[src/rtl/photodiode_rx.sv]
// Photodiode-side 8N1 receiver: assembles PKT_LENGTH/8 back-to-back bytes into one packet,
// strobes new_data on a complete packet and frame_err on bad stop bits or inter-byte timeouts.
module photodiode_rx #(
  parameter int CLK_PER_BIT  = 54166,
  parameter int PKT_LENGTH   = 288,
  parameter int TIMEOUT_BITS = 20
) (
  input  logic                  clk,
  input  logic                  rst,
  input  logic                  rx,
  output logic [PKT_LENGTH-1:0] data,
  output logic                  new_data,
  output logic                  frame_err,
  output logic                  busy
);

  localparam int NUM_BYTES = PKT_LENGTH / 8;
  localparam int GAP_MAX   = TIMEOUT_BITS * CLK_PER_BIT;
  localparam int CNT_W     = $clog2(CLK_PER_BIT);
  localparam int GAP_W     = $clog2(GAP_MAX + 1);
  localparam int BYTE_W    = $clog2(NUM_BYTES + 1);

  localparam logic [CNT_W-1:0]  CNT_LAST  = CNT_W'(CLK_PER_BIT - 1);
  localparam logic [CNT_W-1:0]  CNT_MID   = CNT_W'(CLK_PER_BIT / 2 - 1);
  localparam logic [GAP_W-1:0]  GAP_LAST  = GAP_W'(GAP_MAX);
  localparam logic [BYTE_W-1:0] BYTE_LAST = BYTE_W'(NUM_BYTES - 1);

  typedef enum logic [2:0] {IDLE, START, DATA, STOP, WAIT_HI} state_t;

  state_t                state;
  logic                  rx_meta;
  logic                  rs;
  logic [CNT_W-1:0]      bit_cnt;
  logic [2:0]            bit_idx;
  logic [7:0]            shift_byte;
  logic [PKT_LENGTH-1:0] pkt_sr;
  logic [BYTE_W-1:0]     byte_cnt;
  logic [GAP_W-1:0]      gap_cnt;
  logic                  deliver;

  assign busy = (state != IDLE) || (byte_cnt != '0);

  // NOTE: every register here, including the packet shift register, is updated with
  // non-blocking assignments so all branches see the values from before this edge.
  always_ff @(posedge clk) begin
    if (rst) begin
      state      <= IDLE;
      rx_meta    <= 1'b1;
      rs         <= 1'b1;
      bit_cnt    <= '0;
      bit_idx    <= '0;
      shift_byte <= '0;
      pkt_sr     <= '0;
      byte_cnt   <= '0;
      gap_cnt    <= '0;
      deliver    <= 1'b0;
      data       <= '0;
      new_data   <= 1'b0;
      frame_err  <= 1'b0;
    end else begin
      rx_meta   <= rx;
      rs        <= rx_meta;
      new_data  <= 1'b0;
      frame_err <= 1'b0;

      // Final byte was accepted on the previous edge; publish the packet now.
      if (deliver) begin
        data     <= pkt_sr;
        new_data <= 1'b1;
        byte_cnt <= '0;
        deliver  <= 1'b0;
      end

      case (state)
        IDLE: begin
          bit_cnt <= '0;
          if (!rs) begin
            state   <= START;
            gap_cnt <= '0;
          end else if (byte_cnt != '0 && !deliver) begin
            if (gap_cnt == GAP_LAST) begin
              frame_err <= 1'b1;
              byte_cnt  <= '0;
              gap_cnt   <= '0;
            end else begin
              gap_cnt <= gap_cnt + GAP_W'(1);
            end
          end else begin
            gap_cnt <= '0;
          end
        end

        START: begin
          if (bit_cnt == CNT_MID) begin
            bit_cnt <= '0;
            bit_idx <= '0;
            state   <= rs ? IDLE : DATA;
          end else begin
            bit_cnt <= bit_cnt + CNT_W'(1);
          end
        end

        DATA: begin
          if (bit_cnt == CNT_LAST) begin
            bit_cnt    <= '0;
            shift_byte <= {rs, shift_byte[7:1]};
            if (bit_idx == 3'd7) state <= STOP;
            else                 bit_idx <= bit_idx + 3'd1;
          end else begin
            bit_cnt <= bit_cnt + CNT_W'(1);
          end
        end

        STOP: begin
          if (bit_cnt == CNT_LAST) begin
            bit_cnt <= '0;
            if (rs) begin
              pkt_sr   <= PKT_LENGTH'({pkt_sr, shift_byte});
              byte_cnt <= byte_cnt + BYTE_W'(1);
              deliver  <= (byte_cnt == BYTE_LAST);
              state    <= IDLE;
            end else begin
              frame_err <= 1'b1;
              byte_cnt  <= '0;
              state     <= WAIT_HI;
            end
          end else begin
            bit_cnt <= bit_cnt + CNT_W'(1);
          end
        end

        WAIT_HI: begin
          // A held-low line must return high before a new start bit is accepted.
          bit_cnt <= '0;
          if (rs) state <= IDLE;
        end

        default: state <= IDLE;
      endcase
    end
  end

endmodule
[config.mk]
export PLATFORM = sky130hd
export DESIGN_NAME = photodiode_rx
export DESIGN_NICKNAME = d
export VERILOG_FILES = /design/src/rtl/photodiode_rx.sv
export SDC_FILE = /design/constraint.sdc
export NUM_CORES = 1
export LEC_CHECK = 0
export BUFFER_PORTS_ARGS = -buffer_cell sky130_fd_sc_hd__buf_2
export CAP_MARGIN = 20
export CORE_MARGIN = 5
export CORE_UTILIZATION = 45
export DETAILED_ROUTE_END_ITERATION = 8
export PLACE_DENSITY = 0.63
export REMOVE_ABC_BUFFERS = 1
export SLEW_MARGIN = 20
export SYNTH_ARGS = -nofsm -noshare
export SYNTH_HDL_FRONTEND = slang
export SYNTH_SLANG_ARGS = --single-unit
[constraint.sdc]
create_clock -name clk -period 3.45 [get_ports clk]
set_clock_uncertainty 0.15 [all_clocks]
set_input_delay 0.345 -clock clk [delete_from_list [all_inputs] [get_ports clk]]
set_output_delay 0.345 -clock clk [all_outputs]
set_load 0.01 [all_outputs]
==> results.cfg <==
[sta]
tightestPinTransition_ps = 1030
final-max-slew-violation-count = 0
fin_crit_sh_pct = 77.3
setup_tns_ps = 0
fmax_mhz = 375
maxSlewHeadroom_pct = 31.2
whs_ps = 95.0
finalHoldViolations = 0
min_period_ps = 2670
finalSetupViolations = 0
rsz0062_at_grt = false
fin_ws_ps = 784

[yosys]
yosysSeqAreaShare_pct = 55.1
ys.warnings.count = 0
ys_ff_latch = 638
async_flop_share_pct = 0
synthDominantCellAreaShare_pct = 55.1
synth-simple-area-share_pct = 18.3
synth_top_family_by_area = simple AND/OR/NAND/NOR gates
yosysTopAreaCell = dfxtp_1
synthMuxAreaShare_pct = 13.1
synth_compound_area_share_pct = 8.52
synth_edf_count = 0
synth_area_leaders = dfxtp_1 55%, mux2i_1 13%, nand2_1 9.9%
yosysUniqueCellTypes = 63
synth_cells = 2553
synthXorXnorAreaFrac_pct = 0.605
syn_avg_cell_area_sq_um = 9.08
syn-cell-area_sq_mm = 0.0232
synth-adder-area-share_pct = 0.486
synth_flop_cell = dfxtp_1

[power_and_ir_drop]
ir_drop_mv = 0.358
p_leak_nw = 9.96
powerDensity_mw_per_mm2 = 536

[drt]
wirelength_um = 51400
ant_nets = 0
drt_iter0_drc = 1248
drcViolationCount = 0
drtPass1Iterations = 5
num_vias = 17500
post_drt_via_cell_ratio = 5.02
wire_per_inst_um = 14.7

[layout]
area_growth_pct = 17.2
final_common_cell = dfxtp_1
drive_gt1_share_pct = 15.8
num_antenna_cells = 0
finalNonFillerCells = 3490
design_area_sq_mm = 0.0272
layout_common_cells = 637 x dfxtp_1, 612 x nand2_1, 326 x nor2_1, 305 x a21oi_1, 300 x mux2i_1
nNetsFinal = 2771

[floorplan]
fp.dieArea_sq_mm = 0.0561
chipWidth_um = 237
coreArea_sq_mm = 0.0512
initial_utilization_pct = 45.3
die_h_um = 237
io_pins = 294
rows = 83

[global_route]
grt_pass1_wl_um = 84000
grtUsageTotal_pct = 17.5
grt_max_degree = 187
grt_pass1_vias = 16300
grt-ovfl-total = 0
antenna_found_initial = 0

[critical_path]
crit_start = bit_cnt[1]$_SDFFE_PP0P_
endpoint = pkt_sr[179]$_SDFFE_PP0P_
r2r-start = bit_cnt[1]$_SDFFE_PP0P_
crit_chain = inv_1 > ha_1 > nand3b_1 > nor4_4 > and4_4 > buf_4 > nand2_1 > a21oi_1
cp_max_fo = 32
worst-setup-path-type = flop to flop
slowest_delay_ps = 640
r2r_setup_slack_ps = 780
required_ps = 3800
critPathArrivalTime_ps = 3010
worstSetupStartpointType = flop
end_kind = flop
crit_path_top_delay_cell = and4_4
r2r_end = pkt_sr[179]$_SDFFE_PP0P_
rr_worst_depth = 8

[clock_tree]
cts_buffer_depth = 3
cts_resized = 0
cts_tree = yes
clock_latency_ps = 580
cts_made_buffers = 66
h-tree-depth = 3
cts-root-buf = clkbuf_16
clock-sinks = 638
cts.reportedPaths.clkPinSlew_ps = 60

[place]
port_buffers = 293
gp_congestion = 0.805
hpwl_um = 32600
post-place-ws_ps = 793
placedCellCount = 3370
placed_area_sq_mm = 0.0250

[hold_path]
hold_path.class = input port to flop

[outcome]
status = finished clean

[run]
maxCapViolCount = 0
-- layout make-up --
class,count,area (sq um)
Timing Repair Buffer,315,1790
Clock inverter,14,113
Fill cell,4654,24000
Sequential cell,638,12800
Tap cell,680,851
Inverter,17,63.8
Multi-Input combinational cell,1721,9490
Clock buffer,105,2070
-- report_power, final --
part | internal [mW] | switching, mW
Clock | 4.21 | 2.81
Sequential | 7.37 | 0.00692
Combinational | 0.0297 | 0.137
-- kinds of logic (layout without fill, tap and decap cells) --
logic type                 after synthesis  after routing
adders and majority gates                9              9
AOI/OAI and AO/OA                      360            360
DFF                                    638            638
muxes                                  302            302
and+or+nand+nor                       1034           1034
xor gates and xnor gates                16             16
buffers and inverters                  194            451
-- critical path, delay by kind of cell, from the launching register on --
family | cells | cell delay (ps)
fa+ha+maj | 1 | 130
buf+inv | 2 | 430
flops | 1 | 350
compound gates | 1 | 160
simple gates | 4 | 1330
-- sequential cells by signal, indices dropped and copies added (netlist names) --
| register | cells |
|---|---|
| bit_cnt | 16 |
| bit_idx | 3 |
| byte_cnt | 6 |
| data | 288 |
| deliver | 1 |
| frame_err | 1 |
| gap_cnt | 21 |
| new_data | 1 |
| pkt_sr | 288 |
| rs | 1 |
| rx_meta | 1 |
| shift_byte | 8 |
| state | 3 |
-- metal layers --
layer	vias up	wire, um	track usage (%)
met5	-	0	0
met4	0	745	4.71
met3	56	2920	3.67
met2	331	23900	27.9
met1	8266	23900	24.3
li1	8865	-	-
-- synthesized netlist by cell type (3+ instances only) --
| library cell | count |
|---|---|
| dfxtp_1 | 638 |
| nand2_1 | 612 |
| nor2_1 | 326 |
| a21oi_1 | 305 |
| mux2i_1 | 300 |
| clkbuf_1 | 85 |
| buf_2 | 34 |
| buf_4 | 28 |
| buf_1 | 25 |
| nand3_1 | 20 |
| inv_1 | 17 |
| nor3_1 | 11 |
| nand4_1 | 10 |
| xor2_1 | 10 |
| ha_1 | 9 |
| o21ai_1 | 8 |
| a31oi_1 | 7 |
| o21a_1 | 7 |
| and4_1 | 6 |
| or2_2 | 6 |
| or3_1 | 6 |
| xnor2_1 | 6 |
| a22o_1 | 4 |
| and3_1 | 4 |
| buf_6 | 4 |
| nand2b_1 | 4 |
| nand3b_1 | 4 |
| nand4b_1 | 4 |
| nor4_1 | 4 |
| a2bb2oi_1 | 3 |
| nand4bb_1 | 3 |
-- through the flow --
stage               utilization (%)  total power, mW
global route                   53.0             15.1
CTS                            53.0             14.8
finish                         53.0             14.6
floorplan                         -             7.58
global placement               48.8             7.71
detailed placement             48.8             7.71
-- worst min-delay path by stage --
stage | end | from | slack, ps | depth (start not counted)
2_1_floorplan | rs$_SDFF_PP1_ | rx_meta$_SDFF_PP1_ | 240 | 1
3_3_place_gp | rs$_SDFF_PP1_ | rx_meta$_SDFF_PP1_ | 250 | 1
3_5_place_dp | rs$_SDFF_PP1_ | rx_meta$_SDFF_PP1_ | 250 | 1
4_1_cts | data[282]$_SDFFE_PP0P_ | rst | 90 | 2
5_1_grt | data[282]$_SDFFE_PP0P_ | rst | 110 | 2
6_report | data[282]$_SDFFE_PP0P_ | rst | 90 | 2
-- what timing repair did --
item,CTS,global route
hold endpoints to repair,1,0
setup buffers,0,0
hold buffers,1,0
Power figures use the tool's default switching activity.
